**config.mk**
```make
export PLATFORM = sky130hd
export DESIGN_NAME = prng_led_scheduler_flat
export DESIGN_NICKNAME = d
export VERILOG_FILES = /design/src/rtl/prng_led_scheduler_if.sv /design/src/rtl/prng_led_scheduler.sv /design/src/flat_wrapper.sv
export SDC_FILE = /design/constraint.sdc
export NUM_CORES = 1
export LEC_CHECK = 0
export ABC_CLOCK_PERIOD_IN_PS = 4550
export BUFFER_PORTS_ARGS = -buffer_cell sky130_fd_sc_hd__buf_2
export CORE_MARGIN = 2
export CORE_UTILIZATION = 55
export DETAILED_ROUTE_END_ITERATION = 8
export PLACE_DENSITY_LB_ADDON = 0.25
export SYNTH_ARGS = -nofsm -noshare
export SYNTH_HDL_FRONTEND = slang
export SYNTH_SLANG_ARGS = --single-unit
```
**constraint.sdc**
```tcl
create_clock -name clk -period 4.55 [get_ports clk]
set_input_delay 0.455 -clock clk [delete_from_list [all_inputs] [get_ports clk]]
set_output_delay 0.455 -clock clk [all_outputs]
set_load 0.01 [all_outputs]
```
**src/rtl/prng_led_scheduler_if.sv**
```systemverilog
// -----------------------------------------------------------------------------
// prng_led_scheduler_if
//   Groups the button input and the LED/status outputs of prng_led_scheduler.
//
//   Signals:
//     btn_raw     : raw asynchronous button, active-high (into the scheduler)
//     led_onboard : onboard LED, polarity chosen by the scheduler parameter
//     led_ext     : external LED, active-high
//     busy        : high whenever the scheduler is not idle
//     secs_left   : remaining ON seconds, 0 outside the ON phase
//     state_o     : IDLE=0, LOAD=1, ON=2, COOLDOWN=3
//
//   Modports:
//     master : the scheduler side (drives LEDs and status, reads the button)
//     slave  : the board / testbench side (drives the button, reads status)
// -----------------------------------------------------------------------------
interface prng_led_scheduler_if;
  logic       btn_raw;
  logic       led_onboard;
  logic       led_ext;
  logic       busy;
  logic [7:0] secs_left;
  logic [1:0] state_o;

  modport master (
    input  btn_raw,
    output led_onboard,
    output led_ext,
    output busy,
    output secs_left,
    output state_o
  );

  modport slave (
    output btn_raw,
    input  led_onboard,
    input  led_ext,
    input  busy,
    input  secs_left,
    input  state_o
  );
endinterface

```
**src/rtl/prng_led_scheduler.sv**
```systemverilog
// -----------------------------------------------------------------------------
// prng_led_scheduler
//   Button-triggered random-duration LED controller. The raw button is
//   synchronized and debounced; each accepted rising edge draws a duration of
//   MIN_S .. MIN_S+2^DUR_BITS-1 seconds from a free-running 16-bit Galois LFSR.
//   The LEDs stay on for that many whole seconds of a CLK_HZ-cycle timebase,
//   followed by a COOLDOWN_S second lockout during which presses are dropped.
//
//   Ports:
//     clk : system clock
//     rst : synchronous, active-high reset
//     io  : prng_led_scheduler_if.master
//             btn_raw (in), led_onboard, led_ext, busy, secs_left[7:0],
//             state_o[1:0] (out)
// -----------------------------------------------------------------------------
module prng_led_scheduler #(
  parameter int unsigned CLK_HZ          = 25000000,
  parameter int unsigned DEBOUNCE_CYCLES = 250000,
  parameter int unsigned MIN_S           = 1,
  parameter int unsigned DUR_BITS        = 3,
  parameter int unsigned COOLDOWN_S      = 1,
  parameter logic [15:0] LFSR_SEED       = 16'hACE1,
  parameter bit          LED_ACTIVE_LOW  = 1'b1
) (
  input  logic                  clk,
  input  logic                  rst,
  prng_led_scheduler_if.master  io
);

  // ---------------------------------------------------------------------------
  // Derived constants
  // ---------------------------------------------------------------------------
  localparam int unsigned SYNC_STAGES = 2;

  localparam int unsigned PS_W = (CLK_HZ > 1) ? $clog2(CLK_HZ) : 1;
  localparam logic [PS_W-1:0] PS_LAST = PS_W'(CLK_HZ - 1);

  localparam int unsigned DB_W = (DEBOUNCE_CYCLES > 1) ? $clog2(DEBOUNCE_CYCLES) : 1;
  localparam logic [DB_W-1:0] DB_LAST = DB_W'(DEBOUNCE_CYCLES - 1);

  // With no cooldown the counter is never used; keep it one bit wide.
  localparam int unsigned CD_W = (COOLDOWN_S > 1) ? $clog2(COOLDOWN_S) : 1;
  localparam logic [CD_W-1:0] CD_LAST = CD_W'((COOLDOWN_S > 0) ? (COOLDOWN_S - 1) : 0);

  // An all-zero seed would lock the LFSR up, so it is replaced.
  localparam logic [15:0] SEED_EFF = (LFSR_SEED == 16'h0000) ? 16'h0001 : LFSR_SEED;
  localparam logic [15:0] LFSR_TAPS = 16'hB400;

  localparam logic [7:0] MIN_S8 = 8'(MIN_S);

  typedef enum logic [1:0] {
    IDLE     = 2'd0,
    LOAD     = 2'd1,
    ON       = 2'd2,
    COOLDOWN = 2'd3
  } state_t;

  // ---------------------------------------------------------------------------
  // Signals
  // ---------------------------------------------------------------------------
  state_t            state_reg;
  state_t            state_next;

  logic [SYNC_STAGES-1:0] sync_reg;
  logic              sync_out;

  logic              db_reg;
  logic              db_q_reg;
  logic [DB_W-1:0]   db_cnt_reg;
  logic              press;

  logic [15:0]       lfsr_reg;
  logic [7:0]        load_secs;

  logic [PS_W-1:0]   ps_reg;
  logic              tick;
  logic              ps_clear;

  logic [CD_W-1:0]   cd_reg;
  logic              cd_done;

  logic [7:0]        secs_reg;
  logic              last_sec;

  // ---------------------------------------------------------------------------
  // Two-flop synchronizer: stage 0 samples the pin, each later stage samples
  // the one before it.
  // ---------------------------------------------------------------------------
  generate
    for (genvar gi = 0; gi < SYNC_STAGES; gi++) begin : g_sync
      if (gi == 0) begin : g_first
        always_ff @(posedge clk) begin
          if (rst) begin
            sync_reg[0] <= 1'b0;
          end else begin
            sync_reg[0] <= io.btn_raw;
          end
        end
      end else begin : g_chain
        always_ff @(posedge clk) begin
          if (rst) begin
            sync_reg[gi] <= 1'b0;
          end else begin
            sync_reg[gi] <= sync_reg[gi-1];
          end
        end
      end
    end
  endgenerate

  assign sync_out = sync_reg[SYNC_STAGES-1];

  // ---------------------------------------------------------------------------
  // Debounce: the synchronized level must disagree with db for DEBOUNCE_CYCLES
  // consecutive cycles before db follows it. Any agreeing cycle restarts the
  // count, so short glitches never reach db.
  // ---------------------------------------------------------------------------
  always_ff @(posedge clk) begin
    if (rst) begin
      db_reg     <= 1'b0;
      db_q_reg   <= 1'b0;
      db_cnt_reg <= '0;
    end else begin
      db_q_reg <= db_reg;
      if (sync_out != db_reg) begin
        if (db_cnt_reg == DB_LAST) begin
          db_reg     <= sync_out;
          db_cnt_reg <= '0;
        end else begin
          db_cnt_reg <= db_cnt_reg + 1'b1;
        end
      end else begin
        db_cnt_reg <= '0;
      end
    end
  end

  // One-cycle pulse per accepted rising level.
  assign press = db_reg & ~db_q_reg;

  // ---------------------------------------------------------------------------
  // Free-running Galois LFSR (right shift). It keeps running in every state so
  // the duration drawn depends on when the user presses.
  // ---------------------------------------------------------------------------
  always_ff @(posedge clk) begin
    if (rst) begin
      lfsr_reg <= SEED_EFF;
    end else begin
      lfsr_reg <= {1'b0, lfsr_reg[15:1]} ^ (lfsr_reg[0] ? LFSR_TAPS : 16'h0000);
    end
  end

  assign load_secs = MIN_S8 + 8'(lfsr_reg[DUR_BITS-1:0]);

  // ---------------------------------------------------------------------------
  // One-second timebase. Restarting it in LOAD and when ON finishes makes the
  // first ON second and the first cooldown second full length.
  // ---------------------------------------------------------------------------
  assign tick = (ps_reg == PS_LAST);

  // A loaded value of 0 (only possible with MIN_S=0) is treated like 1 so the
  // ON phase cannot underflow and run forever.
  assign last_sec = (secs_reg <= 8'd1);

  assign ps_clear = (state_reg == LOAD) || ((state_reg == ON) && tick && last_sec);

  always_ff @(posedge clk) begin
    if (rst) begin
      ps_reg <= '0;
    end else if (ps_clear || tick) begin
      ps_reg <= '0;
    end else begin
      ps_reg <= ps_reg + 1'b1;
    end
  end

  // ---------------------------------------------------------------------------
  // Cooldown second counter; only advances on ticks while in COOLDOWN.
  // ---------------------------------------------------------------------------
  assign cd_done = tick && (cd_reg == CD_LAST);

  always_ff @(posedge clk) begin
    if (rst) begin
      cd_reg <= '0;
    end else if (state_reg == COOLDOWN) begin
      if (cd_done) begin
        cd_reg <= '0;
      end else if (tick) begin
        cd_reg <= cd_reg + 1'b1;
      end
    end else begin
      cd_reg <= '0;
    end
  end

  // ---------------------------------------------------------------------------
  // Seconds remaining: loaded at the end of LOAD, counted down on ON ticks,
  // held at zero everywhere else.
  // ---------------------------------------------------------------------------
  always_ff @(posedge clk) begin
    if (rst) begin
      secs_reg <= 8'd0;
    end else begin
      case (state_reg)
        LOAD: secs_reg <= load_secs;
        ON: begin
          if (tick) begin
            secs_reg <= last_sec ? 8'd0 : (secs_reg - 8'd1);
          end
        end
        default: secs_reg <= 8'd0;
      endcase
    end
  end

  // ---------------------------------------------------------------------------
  // FSM: state register
  // ---------------------------------------------------------------------------
  always_ff @(posedge clk) begin
    if (rst) begin
      state_reg <= IDLE;
    end else begin
      state_reg <= state_next;
    end
  end

  // ---------------------------------------------------------------------------
  // FSM: next-state logic. Presses are only looked at in IDLE, so anything
  // arriving in LOAD, ON or COOLDOWN is simply lost.
  // ---------------------------------------------------------------------------
  always_comb begin
    state_next = state_reg;
    case (state_reg)
      IDLE: begin
        if (press) begin
          state_next = LOAD;
        end
      end
      LOAD: begin
        state_next = ON;
      end
      ON: begin
        if (tick && last_sec) begin
          state_next = (COOLDOWN_S == 0) ? IDLE : COOLDOWN;
        end
      end
      COOLDOWN: begin
        if (cd_done) begin
          state_next = IDLE;
        end
      end
      default: begin
        state_next = IDLE;
      end
    endcase
  end

  // ---------------------------------------------------------------------------
  // FSM: outputs, decoded straight from the state register.
  // ---------------------------------------------------------------------------
  always_comb begin
    io.led_ext     = 1'b0;
    io.busy        = 1'b0;
    io.state_o     = state_reg;
    io.secs_left   = secs_reg;
    if (state_reg == ON) begin
      io.led_ext = 1'b1;
    end
    if (state_reg != IDLE) begin
      io.busy = 1'b1;
    end
    io.led_onboard = io.led_ext ^ LED_ACTIVE_LOW;
  end

endmodule

```
**src/flat_wrapper.sv**
```systemverilog
// flat-port wrapper written by rule: the top's interface ports become plain ports
module prng_led_scheduler_flat 
#(
  parameter int unsigned CLK_HZ          = 25000000,
  parameter int unsigned DEBOUNCE_CYCLES = 250000,
  parameter int unsigned MIN_S           = 1,
  parameter int unsigned DUR_BITS        = 3,
  parameter int unsigned COOLDOWN_S      = 1,
  parameter logic [15:0] LFSR_SEED       = 16'hACE1,
  parameter bit          LED_ACTIVE_LOW  = 1'b1
)
  (clk, rst, io_btn_raw, io_led_onboard, io_led_ext, io_busy, io_secs_left, io_state_o);
  prng_led_scheduler_if io_i ();
  input  logic clk;
  input  logic rst;
  input wire logic [$bits(io_i.btn_raw)-1:0] io_btn_raw;
  output wire logic [$bits(io_i.led_onboard)-1:0] io_led_onboard;
  output wire logic [$bits(io_i.led_ext)-1:0] io_led_ext;
  output wire logic [$bits(io_i.busy)-1:0] io_busy;
  output wire logic [$bits(io_i.secs_left)-1:0] io_secs_left;
  output wire logic [$bits(io_i.state_o)-1:0] io_state_o;
  assign io_i.btn_raw = io_btn_raw;
  assign io_led_onboard = io_i.led_onboard;
  assign io_led_ext = io_i.led_ext;
  assign io_busy = io_i.busy;
  assign io_secs_left = io_i.secs_left;
  assign io_state_o = io_i.state_o;
  prng_led_scheduler #(.CLK_HZ(CLK_HZ), .DEBOUNCE_CYCLES(DEBOUNCE_CYCLES), .MIN_S(MIN_S), .DUR_BITS(DUR_BITS), .COOLDOWN_S(COOLDOWN_S), .LFSR_SEED(LFSR_SEED), .LED_ACTIVE_LOW(LED_ACTIVE_LOW)) u_core (.clk(clk), .rst(rst), .io(io_i));
endmodule
```
==> reports/results.ini <==
[power]
power_frac_seq = 0.502
clock_power_share = 0.436
combPwrFrac = 0.062
ir_drop_mv = 0.244
p_leak_uw = 0.00130
power.switching_uw = 334
p_int_uw = 1030
switching_share = 0.245
powerDensity_mw_per_mm2 = 386

[critical_path]
rrSetupSlack_ns = 2.01
timing.rr.end = u_core.ps_reg[21]$_SDFF_PP0_
path_max_fanout = 25
path_class = reg -> reg
cp.arrival_ns = 2.74
crit_required_ns = 4.75
crit_start = u_core.ps_reg[0]$_SDFF_PP0_
start_kind = register
r2r_start = u_core.ps_reg[0]$_SDFF_PP0_
r2r_cells = 6
critical_path.endpoint_type = register

[global_route]
grt_pass1_vias = 2237
overflow = 0
grtUsageTotal = 0.197
grt_pass1_wl_um = 9960
grt_max_degree = 33
antenna_found_initial = 0

[status]
status = completed

[yosys]
synth_cell_type_count = 43
netlist_area_mm2 = 0.00320
synthesis.nets = 368
ys_ff_latch = 74
synthCells = 355
yosysSeqAreaShare = 0.463
ys.warnings.count = 0
syn_area_per_cell_um2 = 9.01

[floorplan]
die-width_um = 80.3
start_util = 0.574
die_area_mm2 = 0.00644
row_count = 27
fp.coreArea_mm2 = 0.00557
io_pins = 16
die_h_um = 80.3

[cts]
cts_tree = built
htree_levels = 3
hold_buffers = 0
clk_pin_slew_worst_paths_ns = 0.08
cts_root_buf = clkbuf_8
cts_buffers = 9
post_cts_buffers = 0
insertion_delay_ns = 0.35
cts_resized = 0
clk_path_buf_depth = 2
cts_sinks = 74

[timing]
skew_ns = 0.0161
tightest_slew_ns = 0.901
hold_viol_final = 0
relSlewSlack = 0.394
rsz0062_at_grt = false
setup_viol = 0
hold_ws_ns = 0.310
fmax_mhz = 394
fin_crit_ns = 2.54
report.final.slew_viol_count = 0
finalSetupTns_ns = 0
post-route-period-util = 0.558

[min_path]
hp-start = io_btn_raw
hp-class = in -> reg
min_path_cells = 2
hold_end = u_core.sync_reg[0]$_SDFF_PP0_

[final_layout]
drive_above_1_share = 0.118
final_nets = 382
final_cells = 446
fillers = 484
largest_reg_flops = 25
syn_to_final_growth_pct = 10.4
diodes = 0

[drt]
firstDrtPassIters = 4
vias = 2425
viasPerCell = 5.44
drt_iter0_markers = 140
antenna_left = 0
drt-total-wl_um = 5730
avgRoutedWirePerCell_um = 12.8
drc = 0

[place]
dpl.cell_count = 430
numPortBuffers = 15
dp_hpwl_um = 3770
gp_congestion = 0.798

[job]
drv_cap = 0

-- kinds of logic after synthesis --
logic type / synth area share
AND/OR/NAND/NOR: 0.271
flip-flops: 0.463
XOR/XNOR: 0.123
AO/OA/AOI/OAI: 0.0649
buffers and inverters: 0.0352
adder cells (fa/ha/maj): 0.0391
multiplexers: 0.00313
-- power by group through the flow --
stage | logic, µW | registers (µW) | clock network, µW
2_1_floorplan | 67.3 | 697 | 0
3_3_place_gp | 83.2 | 699 | 0
3_5_place_dp | 84.0 | 700 | 0
4_1_cts | 84.5 | 685 | 605
5_1_grt | 97.7 | 688 | 628
6_report | 84.2 | 685 | 596
-- cells in the final DEF, fill, tap and decap left out, drive strengths merged, types with 6 or more instances in the layout --
cell,Yosys,layout
dfxtp,74,74
nor2,63,63
nand2,26,26
xor2,26,26
xnor2,19,19
inv,13,16
buf,5,15
nand3,15,15
nor2b,12,12
nand4,11,11
ha,10,10
clkbuf,7,10
or2,9,9
nor3,8,8
and4,7,7
o21ai,7,7
a21oi,6,6
-- stage by stage --
| stage | total power [µW] | instance area [µm²] | setup slack [ns] | util |
|---|---|---|---|---|
| 2_1_floorplan | 764 | 3200 | 2.42 | - |
| 3_3_place_gp | 782 | 3300 | 2.11 | 0.592 |
| 3_5_place_dp | 784 | 3300 | 2.00 | 0.592 |
| 4_1_cts | 1370 | 3530 | 1.99 | 0.634 |
| 5_1_grt | 1410 | 3530 | 1.73 | 0.634 |
| 6_report | 1360 | 3530 | 2.01 | 0.634 |
-- critical path, cell delays in order (launching register included) --
cell and delay, ns:
dfxtp_1 0.38, ha_1 0.24, nand3_4 0.12, or2_1 0.32
nor3_1 0.49, or3_1 0.73, nor2_1 0.11
-- synth_stat cells --
cell,instances,area (µm²)
a311oi_1,1,8.76
buf_6,2,22.5
nor4b_1,2,17.5
xor2_1,26,228
clkbuf_1,7,26.3
o22ai_1,2,12.5
dfxtp_1,74,1480
nor4_1,5,31.3
a311o_1,2,20.0
o22a_1,1,8.76
or2_1,1,6.26
a211oi_1,2,15.0
nand3_4,1,17.5
o211ai_1,1,7.51
nand2_1,26,97.6
nand4_1,11,68.8
a211o_1,1,8.76
or2_2,8,50.1
or4_1,3,22.5
or4_4,1,11.3
ha_1,10,125
inv_1,13,48.8
nand3b_1,1,7.51
nor3b_1,1,7.51
nand3_1,14,70.1
and2_1,1,6.26
nor3_1,8,40.0
nor2_1,63,236
buf_2,3,15.0
o31a_1,1,8.76
and3_1,3,18.8
nor2b_1,12,75.1
a2111oi_0,2,17.5
o21ai_0,6,30.0
xnor2_1,19,166
mux2i_1,1,10.0
o311ai_2,1,16.3
or4_2,1,8.76
a21oi_1,6,30.0
o31ai_1,2,15.0
and4_1,7,61.3
or3_1,2,12.5
o21ai_2,1,8.76
-- final cells by class --
class,count,area (µm²),share of cell area
timing repair buffer,15,75.1,0.0213
inverter,13,48.8,0.0138
sequential,74,1480,0.419
clock inverter,6,95.1,0.0269
multi-input combinational,256,1600,0.454
tap,72,90.1,0.0255
clock buffer,10,138,0.0390
-- how the worst max path moves through the flow --
stage / endpoint / cells past startpoint
after global placement: u_core.ps_reg[12]$_SDFF_PP0_ / 6
after CTS: u_core.ps_reg[21]$_SDFF_PP0_ / 6
after global routing: u_core.ps_reg[21]$_SDFF_PP0_ / 6
after floorplan: u_core.io.state_o[0]$_SDFFE_PP0P_ / 7
after detailed placement: u_core.ps_reg[4]$_SDFF_PP0_ / 6
final: u_core.ps_reg[21]$_SDFF_PP0_ / 6
-- routing by layer --
metal / vias to the layer above / track usage / share of wire
li1: 1230 / - / -
met1: 1145 / 0.248 / 0.49
met2: 38 / 0.315 / 0.46
met3: 12 / 0.0652 / 0.035
met4: 0 / 0.0695 / 0.016
met5: - / 0 / 0
Note: power is estimated with default switching activity, not from simulation.
